[config.mk]
export PLATFORM = sky130hd
export DESIGN_NAME = fetch_unit
export DESIGN_NICKNAME = d
export VERILOG_FILES = /design/src/rtl/fetch_unit.sv
export SDC_FILE = /design/constraint.sdc
export NUM_CORES = 1
export LEC_CHECK = 0
export BUFFER_PORTS_ARGS = -buffer_cell sky130_fd_sc_hd__buf_2
export CELL_PAD_IN_SITES_DETAIL_PLACEMENT = 2
export CELL_PAD_IN_SITES_GLOBAL_PLACEMENT = 2
export CORE_UTILIZATION = 27
export DETAILED_ROUTE_END_ITERATION = 8
export GPL_ROUTABILITY_DRIVEN = 0
export MAX_ROUTING_LAYER = met4
export PLACE_DENSITY_LB_ADDON = 0.1
export REMOVE_ABC_BUFFERS = 1
export SKIP_CTS_REPAIR_TIMING = 1
export SLEW_MARGIN = 20
export SYNTH_ARGS = -nofsm -noshare
export SYNTH_HDL_FRONTEND = slang
export SYNTH_SLANG_ARGS = --single-unit
[constraint.sdc]
create_clock -name clk -period 1.4 [get_ports clk]
set_input_delay 0.42 -clock clk [delete_from_list [all_inputs] [get_ports clk]]
set_output_delay 0.42 -clock clk [all_outputs]
set_load 0.02 [all_outputs]
[src/rtl/fetch_unit.sv]
// Instruction fetch and decode front end: walks a byte-wide instruction memory,
// skips NOPs, assembles two-byte MOVI instructions and hands out one decoded instruction at a time.
module fetch_unit #(
  parameter logic [7:0] RESET_PC = 8'd0
) (
  input  logic       clk,
  input  logic       rst_n,
  output logic [7:0] pc_addr,
  input  logic [7:0] instr_in,
  input  logic       jump_en,
  input  logic [7:0] jump_target,
  output logic       out_valid,
  input  logic       out_ready,
  output logic [2:0] out_opcode,
  output logic [1:0] out_rd,
  output logic [1:0] out_rs,
  output logic [7:0] out_imm,
  output logic [7:0] out_pc
);

  localparam logic [2:0] OP_MOVI = 3'b100;
  localparam logic [2:0] OP_NOP  = 3'b111;

  typedef enum logic [1:0] {
    FETCH     = 2'd0,
    FETCH_IMM = 2'd1,
    HOLD      = 2'd2
  } state_t;

  state_t     state, state_next;
  logic [7:0] pc, pc_next;
  logic       valid_next;
  logic [2:0] opcode_next;
  logic [1:0] rd_next, rs_next;
  logic [7:0] imm_next, opc_pc_next;
  logic [2:0] op;
  logic       consume;

  assign op      = instr_in[7:5];
  assign pc_addr = pc;

  // A new opcode byte is taken in FETCH, or in HOLD on the same edge the held instruction leaves.
  assign consume = (state == FETCH) || ((state == HOLD) && out_ready);

  always_ff @(posedge clk or negedge rst_n) begin
    if (!rst_n) begin
      state      <= FETCH;
      pc         <= RESET_PC;
      out_valid  <= 1'b0;
      out_opcode <= 3'd0;
      out_rd     <= 2'd0;
      out_rs     <= 2'd0;
      out_imm    <= 8'd0;
      out_pc     <= 8'd0;
    end else begin
      state      <= state_next;
      pc         <= pc_next;
      out_valid  <= valid_next;
      out_opcode <= opcode_next;
      out_rd     <= rd_next;
      out_rs     <= rs_next;
      out_imm    <= imm_next;
      out_pc     <= opc_pc_next;
    end
  end

  always_comb begin
    state_next = state;
    if (jump_en) begin
      state_next = FETCH;
    end else begin
      case (state)
        FETCH_IMM: state_next = HOLD;
        FETCH, HOLD: begin
          if (consume) begin
            case (op)
              OP_NOP:  state_next = FETCH;
              OP_MOVI: state_next = FETCH_IMM;
              default: state_next = HOLD;
            endcase
          end
        end
        default: state_next = FETCH;
      endcase
    end
  end

  always_comb begin
    pc_next     = pc;
    valid_next  = out_valid;
    opcode_next = out_opcode;
    rd_next     = out_rd;
    rs_next     = out_rs;
    imm_next    = out_imm;
    opc_pc_next = out_pc;
    if (jump_en) begin
      // A redirect discards any partial or held instruction.
      pc_next    = jump_target;
      valid_next = 1'b0;
    end else if (state == FETCH_IMM) begin
      imm_next   = instr_in;
      pc_next    = pc + 8'd1;
      valid_next = 1'b1;
    end else if (consume) begin
      pc_next    = pc + 8'd1;
      valid_next = 1'b0;
      if (op != OP_NOP) begin
        opcode_next = op;
        rd_next     = instr_in[4:3];
        rs_next     = instr_in[2:1];
        opc_pc_next = pc;
        if (op != OP_MOVI) begin
          imm_next   = 8'd0;
          valid_next = 1'b1;
        end
      end
    end
  end

endmodule

-- Word-level counts from Yosys, hierarchy flattened
Cells that the tools add are included.
- reductions and logical operators: 10
- bitwise operators: 2
- eq/ne operators: 7
- muxes and demuxes: 16
- add/sub/neg operators: 1
- operators by type and width (kind ; number):
    $mux 8 ; 7
    $ne 3x3->1 const B ; 3
    $add 8x1->8 const B ; 1
    $pmux 2 s2 ; 2
    $reduce_and 4->1 ; 2
    $eq 3x3->1 const B ; 2
    $reduce_bool 2->1 ; 3
    $mux 1 ; 5
    $mux 2 ; 2
    $reduce_bool 3->1 ; 1
    $eq 2x1->1 const B ; 1
    $eq 2x2->1 const B ; 1
    $logic_not 2->1 ; 1
    $not 1->1 ; 2
    $reduce_or 2->1 ; 1
    $logic_and 1x1->1 ; 1
    $logic_or 1x1->1 ; 1
- register bits: 34
- input port bits: 20
- logic and storage cells: 44

-- Logic depth before layout (Yosys ltp)
Gate-level depths: netlist (run 1).
- word-level depth: 6
- mapped depth: 6
- depth with buffers taken out: 5

-- Worst setup path before layout (run 1)
No wires, ideal clock.
- path type: input to register
- start point: in jump_en
- end point: reg out_pc[0]
- arrival: 1.427 ns
- setup time: 0.125 ns
- data required time: 1.275 ns
- setup slack: -0.152 ns
- cell stages on the path: 6
- buffers on the path: 2
- path through: buf_2 > nor2_1 > o21ai_2 > a31o_2 > buf_6 > mux2_2
- word-level cells in the longest chain between the ends: 2
- ends and longest elaborated chain (item ; line ; RTL):
    start: declaration ; 10 ; input logic jump_en,
    $not 1->1 (no source line) ; -- ;
    $reduce_and 4->1 (no source line) ; -- ;
    end signal: assignment ; 63 ; out_pc <= opc_pc_next;
    end: declaration ; 18 ; output logic [7:0] out_pc
Every way passes these cells.
A chain may end at the register's enable or synchronous reset.

-- Worst setup path after layout (run 1)
- start point: reg state[0]
- end point: reg out_imm[3]
- word-level cells in the longest chain between the ends: 5
- elaborated cells between the ends (all ways): 10
- ends and longest elaborated chain (item ; line ; RTL):
    start: declaration ; 30 ; state_t state, state_next;
    start signal: assignment ; 56 ; state <= state_next;
    $eq 2x2->1 ; 43 ; assign consume = (state == FETCH) || ((state == HOLD) && out_ready);
    $logic_and 1x1->1 ; 43 ;
    $logic_or 1x1->1 ; 43 ;
    $reduce_bool 2->1 (no source line) ; -- ;
    $reduce_and 4->1 (no source line) ; -- ;
    end signal: assignment ; 62 ; out_imm <= imm_next;
    end: declaration ; 17 ; output logic [7:0] out_imm,
Parallel ways exist; a longest one is shown, timed or not.

==> impl_metrics.tcl, run 1 <==
set metrics [dict create \
    final_common_cell "sky130_fd_sc_hd__buf_2" \
    vias_per_cell 4.72 \
    core_mm2 0.00527 \
    syn_area_per_cell_um2 11.5 \
    critical_path.reg2reg.endpoint "out_imm[3]$_DFFE_PN0P_" \
    synth_xor_area_share_pct 4.62 \
    synth-seq-area-share_pct 56.2 \
    max_cap_violations 0 \
    regToRegStartpoint "state[0]$_DFFE_PN0P_" \
    timing_hold_violations_final 0 \
    clk_path_buf_depth 2 \
    grt_antenna_before_repair 0 \
    slew-limit-headroom_pct 72.0 \
    largest_fanout_on_the_critical_path 8 \
    drt_iter0_drc 32 \
    worstSetupEndpointType "register" \
    dr_drc_count 0 \
    grt_setup_unrepaired "true" \
    netlist_top_cells_area "sky130_fd_sc_hd__dfrtp_1, sky130_fd_sc_hd__mux2_2, sky130_fd_sc_hd__o21ai_0" \
    fp.dieArea_mm2 0.00592 \
    placed_cells 259 \
    critical_path.startpoint_type "register" \
    final-max-slew-violation-count 0 \
    outcome "finished with violations" \
    cts.sinks 34 \
    violations "setup timing" \
    number_of_register_bits_inferred_by_synthesis 34 \
    critPathRequiredTime_ns 1.62 \
    critical-path-slowest-cell "sky130_fd_sc_hd__dfrtp_1" \
    number_of_failing_setup_endpoints_in_the_final_timing_report 8 \
    async_flop_share_pct 100 \
    grt_pass1_wl_mm 7.00 \
    worst_ep_arrival_time_ns 1.69 \
    route.vias.total 1292 \
    fill_cells 583 \
    most_used_dff_post_synth "sky130_fd_sc_hd__dfrtp_1" \
    drt_wl_total_mm 4.31 \
    power.ir.vdd_worst_mv 0.556 \
    detailed_place_hpwl_mm 3.06 \
    clock_latency_ns 0.29 \
    yosys.cell_types.count 28 \
    combined_area_of_the_multi_input_logic_cells_um2 642 \
    cts_buffers 5 \
    complex_gate_fraction_of_the_synthesized_area_pct 13.5 \
    power-per-cell-area_mw_per_mm2 1290 \
    worst_r2r_path_depth 5 \
    finalCritPeriodShare_pct 105 \
    n_diodes 0 \
    crit_path_cell_trace "nand2b_4, a221oi_4, clkbuf_16, nand3_2, o21ai_1" \
    number_of_input_and_output_port_buffers_inserted 51 \
    crit_path_max_incr_delay_ns 0.43 \
    timing_worst_slew_pin_value_ns 0.419 \
    final.min_clock_period_ns 1.47 \
    wl_per_cell_um 15.7 \
    synth.area.mux_share_pct 10.3 \
    fp-row-count 26 \
    crit_type "register to register" \
    largest_net_degree_at_the_start_of_global_routing 35 \
    num_io_pins 52 \
    reg2reg_slack_ns -0.07 \
    yosys.area_share.adder_pct 0.826 \
    ys.warnings.count 0 \
    finalHoldWorstSlack_ns 0.0764 \
    clk_pin_slew_worst_paths_ns 0.07 \
    fp.dieW_um 76.9 \
    post_synth_and_or_nand_nor_area_fraction_pct 9.17 \
    global_route.overflow_total 0 \
    synthesis.area_mm2 0.00152 \
    total_power_mw 2.86 \
    floorplan.die.height_um 76.9 \
    synth_edf_count 0 \
    cts-htree-levels 2 \
    cts_tree "yes" \
    synthToLayoutAreaGrowth_pct 46.2 \
    track_usage_pct 15.9 \
    synth_largest_type_area_fraction_pct 56.2 \
    fin_cells 274 \
    seqCellArea_um2 853 \
    post-route-worst-setup-slack_ns -0.0701 \
    cell_taking_the_most_area_after_synthesis "sky130_fd_sc_hd__dfrtp_1" \
    dpl_worst_slack_ns -0.137 \
    most_used_cells_in_the_layout_excluding_fill_and_tap_cells "sky130_fd_sc_hd__buf_2, sky130_fd_sc_hd__dfrtp_1, sky130_fd_sc_hd__buf_4, sky130_fd_sc_hd__mux2_2, sky130_fd_sc_hd__inv_1" \
    first_global_vias 1385 \
    post_route_cells_drive_above_1_share_pct 52.9 \
    hold_class "input port to async pin" \
    drtAntennaViolNets 0 \
    final_nets 224 \
    worst_clock_skew_ns 0.00443 \
    synth_cells 132 \
    cts_root_buf "sky130_fd_sc_hd__clkbuf_8" \
    combinational_family_with_the_most_area_after_synthesis "compound AO/OA/AOI/OAI gates" \
    effective_utilization_at_floorplan_pct 28.8 \
    leakagePower_nw 1.02 \
    fmax_mhz 680 \
    dr.pass1.iters 4 \
]
==> through the flow <==
step           TNS (ns)  utilization [%]  area (µm²)
2_1_floorplan     -2.01                -        1470
3_3_place_gp      -2.63             36.8        1940
3_5_place_dp      -3.20             36.8        1940
4_1_cts           -1.79             38.9        2050
5_1_grt           -1.01             42.0        2210
6_report         -0.279             42.0        2210
==> flip-flops by register name, indices dropped and copies added, names as in the netlist <==
name and count:
out_imm 8, out_pc 8, pc_addr 8, out_opcode 3, out_rd 2, out_rs 2, state 2, out_valid 1
==> metal layers <==
layer  routed length (µm)  GRT usage (%)  part of all wire, %  vias to the layer above
li1                     -              -                    -                      599
met1                 1910           18.3                   44                      653
met2                 2170           26.7                   50                       38
met3                  205           3.45                  4.8                        2
met4                   24           6.92                 0.56                        0
met5                    0              -                    0                        -
==> final cells by class <==
type                            count  area share (%)
Sequential cell                    34            38.5
Multi-Input combinational cell     81            29.0
Inverter                           10            1.69
Timing Repair Buffer               71            21.7
Clock buffer                        5            3.11
Tap cell                           70            3.95
Clock inverter                      3            2.03
==> power by group <==
part,internal [mW],total (mW),switching (mW)
combinational,0.342,0.760,0.418
clock,0.529,0.902,0.372
sequential,1.11,1.20,0.0904
total,1.98,2.86,0.881
==> how the worst max path moves through the flow <==
stage / slack [ns] / to / start / cells after the start
2_1_floorplan: -0.17 / out_pc[0]$_DFFE_PN0P_ / state[1]$_DFFE_PN0P_ / 4
3_3_place_gp: -0.12 / out_pc[3]$_DFFE_PN0P_ / jump_en / 5
3_5_place_dp: -0.14 / out_imm[2]$_DFFE_PN0P_ / instr_in[6] / 6
4_1_cts: -0.18 / out_imm[1]$_DFFE_PN0P_ / state[0]$_DFFE_PN0P_ / 5
5_1_grt: -0.13 / out_imm[3]$_DFFE_PN0P_ / state[0]$_DFFE_PN0P_ / 5
6_report: -0.07 / out_imm[3]$_DFFE_PN0P_ / state[0]$_DFFE_PN0P_ / 5
==> cells by family after synthesis <==
family | Yosys count
adders and majority gates | 1
and+or+nand+nor | 28
xor gates and xnor gates | 8
AOI/OAI and AO/OA | 30
buffers and inverters | 17
muxes | 14
DFF | 34
==> synth_stat cells (2+ instances only) <==
cell and n:
sky130_fd_sc_hd__inv_1 10, sky130_fd_sc_hd__nor2b_1 2, sky130_fd_sc_hd__nand2_1 9, sky130_fd_sc_hd__a21oi_1 3, sky130_fd_sc_hd__nand4_1 2, sky130_fd_sc_hd__o21ai_0 15
sky130_fd_sc_hd__dfrtp_1 34, sky130_fd_sc_hd__nand3_1 10, sky130_fd_sc_hd__buf_6 2, sky130_fd_sc_hd__xnor2_1 7, sky130_fd_sc_hd__clkbuf_1 2, sky130_fd_sc_hd__buf_2 2
sky130_fd_sc_hd__o22a_1 3, sky130_fd_sc_hd__nor2_1 2, sky130_fd_sc_hd__mux2_2 13, sky130_fd_sc_hd__a211oi_1 4
==> worst max-delay path: cells and delay by family (launching register included) <==
kind / cells / cell delay, ns
AND/OR/NAND/NOR: 2 / 0.26
buffers and inverters: 1 / 0.23
AO/OA/AOI/OAI: 2 / 0.48
flip-flops: 1 / 0.43
Note: power is estimated with default switching activity, not from simulation.
==> inputs of run 2 (changes only) <==
Settings changed: REMOVE_ABC_BUFFERS 1 to default.
==> run 2 against run 1 <==
The run still ends with setup timing left. Die area unchanged. Total power down 4.6%. Sequential cell count unchanged. Clock skew up 0.0025 ns. Highest routed layer unchanged.
==> impl_metrics.tcl, run 2 (same netlist as run 1, synthesis figures left out) <==
set metrics [dict create \
    outcome "finished with violations" \
    violations "setup timing" \
    route.vias.total 1299 \
    final_common_cell "sky130_fd_sc_hd__buf_2" \
    detailed_place_hpwl_mm 3.15 \
    most_used_cells_in_the_layout_excluding_fill_and_tap_cells "sky130_fd_sc_hd__buf_2, sky130_fd_sc_hd__dfrtp_1, sky130_fd_sc_hd__buf_4, sky130_fd_sc_hd__o21ai_0, sky130_fd_sc_hd__mux2_2" \
    critical_path.startpoint_type "register" \
    hold_class "input port to async pin" \
    vias_per_cell 4.64 \
    global_route.usage.met1_pct 18.7 \
    power.ir.vdd_worst_mv 0.462 \
    clk_pin_slew_worst_paths_ns 0.07 \
    largest_fanout_on_the_critical_path 6 \
    final-max-slew-violation-count 0 \
    cts_buffers 5 \
    wl_per_cell_um 16.4 \
    critPathBufInv 1 \
    fmax_mhz 713 \
    floorplan.die.height_um 76.9 \
    final_nets 230 \
    post-route-worst-setup-slack_ns -0.00290 \
    crit_type "register to register" \
    slew-limit-headroom_pct 75.9 \
    grt_setup_unrepaired "true" \
    timing_worst_slew_pin_value_ns 0.359 \
    largest_net_degree_at_the_start_of_global_routing 35 \
    core_mm2 0.00527 \
    grt_antenna_before_repair 0 \
    dpl_worst_slack_ns -0.147 \
    crit_path_max_incr_delay_ns 0.44 \
    critPathRequiredTime_ns 1.57 \
    critical-path-slowest-cell "sky130_fd_sc_hd__dfrtp_2" \
    number_of_input_and_output_port_buffers_inserted 51 \
    syn-num-nets 153 \
    path_delay_family "flip-flops" \
    number_of_failing_setup_endpoints_in_the_final_timing_report 3 \
    drtAntennaViolNets 0 \
    grt_use_met3_pct 4.05 \
    final.min_clock_period_ns 1.40 \
    cts.sinks 34 \
    grt_pass1_wl_mm 6.96 \
    grt_most_used_layer "met2" \
    drt_wl_total_mm 4.59 \
    dr.pass1.iters 4 \
    first_global_vias 1386 \
    num_io_pins 52 \
    fp-row-count 26 \
    effective_utilization_at_floorplan_pct 28.8 \
    power-per-cell-area_mw_per_mm2 1230 \
    cts_root_buf "sky130_fd_sc_hd__clkbuf_8" \
    dr_drc_count 0 \
    max_cap_violations 0 \
    clock_latency_ns 0.29 \
    clk_path_buf_depth 2 \
    synthToLayoutAreaGrowth_pct 46.6 \
    n_diodes 0 \
    total_power_mw 2.73 \
    cts-htree-levels 2 \
    combined_area_of_the_multi_input_logic_cells_um2 656 \
    finalCritPeriodShare_pct 100 \
    fp.dieArea_mm2 0.00592 \
    global_route.usage.met2_pct 26.0 \
    cts_tree "yes" \
    fp.dieW_um 76.9 \
    worst_ep_arrival_time_ns 1.58 \
    leakagePower_nw 1.03 \
    global_route.overflow_total 0 \
    track_usage_pct 15.7 \
    worst_clock_skew_ns 0.00692 \
    drt_iter0_drc 56 \
    post_route_cells_drive_above_1_share_pct 52.4 \
    worstSetupEndpointType "register" \
    crit_path_cell_trace "buf_6, nor2_4, o21ai_4, a31o_4, mux2_2" \
    seqCellArea_um2 855 \
    fill_cells 587 \
    timing_hold_violations_final 0 \
]
[run 2: changes by cell type in the layout (fill, tap and decap cells not counted), moves of 3 or more]
cell                      previous run  this run
sky130_fd_sc_hd__o21ai_1             5         0
sky130_fd_sc_hd__o21ai_2             3         0
sky130_fd_sc_hd__o21ai_0             8        15
sky130_fd_sc_hd__buf_4              15        22
[run 2: path summary, 6_finish.rpt]
path / cells past startpoint / slack (ns) / startpoint / endpoint
setup / recovery: 5 / -0.003 / state[0]$_DFFE_PN0P_ / out_rs[0]$_DFFE_PN0P_
hold / removal: 2 / 0.1 / rst_n / out_imm[0]$_DFFE_PN0P_
setup reg to reg: 5 / -0.003 / state[0]$_DFFE_PN0P_ / out_rs[0]$_DFFE_PN0P_
hold reg to reg: 1 / 0.50 / out_opcode[0]$_DFFE_PN0P_ / out_opcode[0]$_DFFE_PN0P_
max in group asynchronous: 2 / 1.09 / rst_n / state[0]$_DFFE_PN0P_
min in group clk: 3 / 0.34 / jump_target[2] / pc_addr[2]$_DFFE_PN0P_
[run 2: final cells by class]
type	count	share of cell area (%)
multi-input combinational	82	29.5
sequential	34	38.5
timing repair buffer	76	22.1
clock inverter	2	0.563
clock buffer	6	3.72
tap	70	3.94
inverter	10	1.69
[run 2: power breakdown]
group / switching [mW] / total (mW) / internal, mW
sequential: 0.0913 / 1.20 / 1.11
combinational: 0.430 / 0.776 / 0.346
clock: 0.359 / 0.754 / 0.395
total: 0.880 / 2.73 / 1.85
[run 2: metrics by stage]
step | hold slack [ns] | cell area (µm²) | util [%] | instances | TNS [ns]
floorplan | 0.124 | 1550 | - | 132 | -0.353
finish | 0.0993 | 2220 | 42.1 | 280 | -0.00411
CTS | 0.106 | 2100 | 39.9 | 273 | -2.25
global placement | 0.395 | 2010 | 38.1 | 265 | -1.06
detailed placement | 0.416 | 2010 | 38.1 | 265 | -2.29
global route | 0.106 | 2220 | 42.1 | 280 | -0.500
[run 2: routing by layer]
metal,wire length (µm),part of all wire [%],vias up
met5,0,0,-
met4,42,0.92,0
met3,190,4.1,6
met2,2350,51,35
met1,2010,44,643
li1,-,-,615
==> inputs of run 3 (changes only) <==
Settings changed: CORE_UTILIZATION 27 to 30, CTS_CLUSTER_SIZE from default to 24.
Clock period 1.4 ns to 1.3 ns, I/O delays scaled along.
==> run 3 against run 2 <==
The flow still finishes with violations (setup timing). Clock-buffer cell count is 1 higher. Final cell count grew 1.4%. Hold slack got worse by 0.042 ns. Sequential share of layout area decreased by 2.0 points. Clock power rose by 7.7%. Sequential cell count did not move. Sequential power rose by 8%. Critical endpoint is now pc_addr[4]$_DFFE_PN0P_. Largest cell class unchanged.
==> impl_metrics.tcl, run 3 (same netlist as run 1, synthesis figures left out) <==
set metrics [dict create \
    outcome "finished with violations" \
    fill_cells 500 \
    drtAntennaViolNets 0 \
    power-per-cell-area_mw_per_mm2 1310 \
    combined_area_of_the_multi_input_logic_cells_um2 689 \
    worstSetupEndpointType "register" \
    n_diodes 0 \
    dpl-instance-area_mm2 0.00202 \
    slew-limit-headroom_pct 75.7 \
    synthToLayoutAreaGrowth_pct 54.7 \
    detailed_place_hpwl_mm 3.27 \
    number_of_failing_setup_endpoints_in_the_final_timing_report 26 \
    grt_setup_unrepaired "true" \
    drt_iter0_drc 20 \
    core_mm2 0.00479 \
    crit_type "register to register" \
    fp.dieW_um 73.1 \
    power.ir.vdd_worst_mv 0.536 \
    grt_pass1_wl_mm 7.03 \
    regToRegStartpoint "state[0]$_DFFE_PN0P_" \
    dpl_worst_slack_ns -0.174 \
    global_route.overflow_total 0 \
    leakagePower_nw 1.08 \
    sequentialPowerShare_pct 42.1 \
    worst_r2r_path_depth 5 \
    clk_path_buf_depth 2 \
    number_of_input_and_output_port_buffers_inserted 51 \
    vias_per_cell 4.80 \
    reg2reg_slack_ns -0.14 \
    num_io_pins 52 \
    total_power_mw 3.06 \
    worst_clock_skew_ns 0.00946 \
    post-route-worst-setup-slack_ns -0.138 \
    track_usage_pct 18.5 \
    seqCellArea_um2 856 \
    floorplan.die.height_um 73.1 \
    final-max-slew-violation-count 0 \
    final_common_cell "sky130_fd_sc_hd__buf_2" \
    fp-row-count 25 \
    critical_path.startpoint_type "register" \
    power_switching_share_pct 32.2 \
    largest_net_degree_at_the_start_of_global_routing 35 \
    fin_cells 284 \
    cts_buffers 5 \
    cts_root_buf "sky130_fd_sc_hd__clkbuf_8" \
    worst_ep_arrival_time_ns 1.61 \
    fmax_mhz 696 \
    route.vias.total 1362 \
    largest_fanout_on_the_critical_path 8 \
    most_used_cells_in_the_layout_excluding_fill_and_tap_cells "sky130_fd_sc_hd__buf_2, sky130_fd_sc_hd__dfrtp_1, sky130_fd_sc_hd__buf_4, sky130_fd_sc_hd__mux2_2, sky130_fd_sc_hd__buf_6" \
    wl_per_cell_um 18.1 \
    grt_antenna_before_repair 0 \
    effective_utilization_at_floorplan_pct 31.7 \
    max_cap_violations 0 \
    critPathRequiredTime_ns 1.47 \
    final.min_clock_period_ns 1.44 \
    pwr-share-clk_pct 26.5 \
    critical_path.reg2reg.endpoint "pc_addr[4]$_DFFE_PN0P_" \
    p_switching_mw 0.985 \
    dr.pass1.iters 3 \
    cts.sinks 34 \
    fp.dieArea_mm2 0.00534 \
    combinational_share_of_power_pct 31.4 \
    timing_hold_violations_final 0 \
    timing_worst_slew_pin_value_ns 0.363 \
    drt_wl_total_mm 5.15 \
    hold_class "input port to async pin" \
    clk_pin_slew_worst_paths_ns 0.08 \
    first_global_vias 1364 \
    placed_cells 261 \
    clock_latency_ns 0.28 \
    finalCritPeriodShare_pct 111 \
    power_report.internal_total_mw 2.08 \
    violations "setup timing" \
    cts-htree-levels 2 \
    syn-num-nets 153 \
    cts_tree "yes" \
    final_nets 237 \
    dr_drc_count 0 \
    post_route_cells_drive_above_1_share_pct 56.7 \
    post-route-cell-area_mm2 0.00234 \
]
[run 3: changes by cell type in the layout (fill, tap and decap cells not counted), moves of 2 or more]
cell,before,now
sky130_fd_sc_hd__nand3_2,0,3
sky130_fd_sc_hd__buf_4,22,24
sky130_fd_sc_hd__o21ai_1,0,8
sky130_fd_sc_hd__buf_6,4,13
sky130_fd_sc_hd__nand3_1,10,7
sky130_fd_sc_hd__buf_2,48,44
sky130_fd_sc_hd__o21ai_0,15,7
[run 3: power by group through the flow]
stage	Sequential [mW]	Combinational [mW]	Clock, mW
3_5_place_dp	1.31	0.793	0
6_report	1.29	0.963	0.812
4_1_cts	1.29	0.797	0.840
3_3_place_gp	1.30	0.764	0
5_1_grt	1.31	1.04	0.873
2_1_floorplan	1.48	0.272	0
[run 3: worst max-delay path, stage by stage (launching register included)]
cell	delay, ns
sky130_fd_sc_hd__dfrtp_2	0.45
sky130_fd_sc_hd__nand2b_4	0.21
sky130_fd_sc_hd__buf_4	0.16
sky130_fd_sc_hd__a21oi_2	0.15
sky130_fd_sc_hd__xor2_1	0.09
sky130_fd_sc_hd__mux2_2	0.27
[run 3: worst max-delay path by stage]
stage | cells past startpoint | from | slack, ns | end
finish | 5 | state[0]$_DFFE_PN0P_ | -0.14 | pc_addr[4]$_DFFE_PN0P_
global route | 5 | pc_addr[2]$_DFFE_PN0P_ | -0.21 | pc_addr[5]$_DFFE_PN0P_
CTS | 2 | pc_addr[4]$_DFFE_PN0P_ | -0.12 | pc_addr[4]
detailed placement | 6 | instr_in[5] | -0.17 | out_imm[3]$_DFFE_PN0P_
global placement | 4 | out_ready | -0.11 | out_rd[0]$_DFFE_PN0P_
floorplan | 6 | jump_en | -0.10 | out_pc[0]$_DFFE_PN0P_
[run 3: layout make-up]
class	instances	area share, %
clock inverters	1	0.213
multi-input cells	82	29.4
clock buffers	7	3.68
repair buffers	83	25.0
flip-flops and latches	34	36.5
inverters	10	1.60
well taps	67	3.58
[run 3: metal layers]
metal | wire [µm] | GRT usage (%) | vias to the layer above
li1 | - | - | 628
met1 | 2100 | 20.6 | 700
met2 | 2890 | 32.6 | 32
met3 | 143 | 4.70 | 2
met4 | 17 | 5.23 | 0
met5 | 0 | - | -
[run 3: metrics by stage]
stage          TNS (ns)  utilization, %  hold slack, ns
3_3_place_gp      -2.28            42.2           0.365
6_report          -1.12            49.0          0.0578
4_1_cts           -2.98            44.1          0.0597
3_5_place_dp      -3.26            42.2           0.372
2_1_floorplan     -1.78               -          0.0944
5_1_grt           -3.16            49.0          0.0607
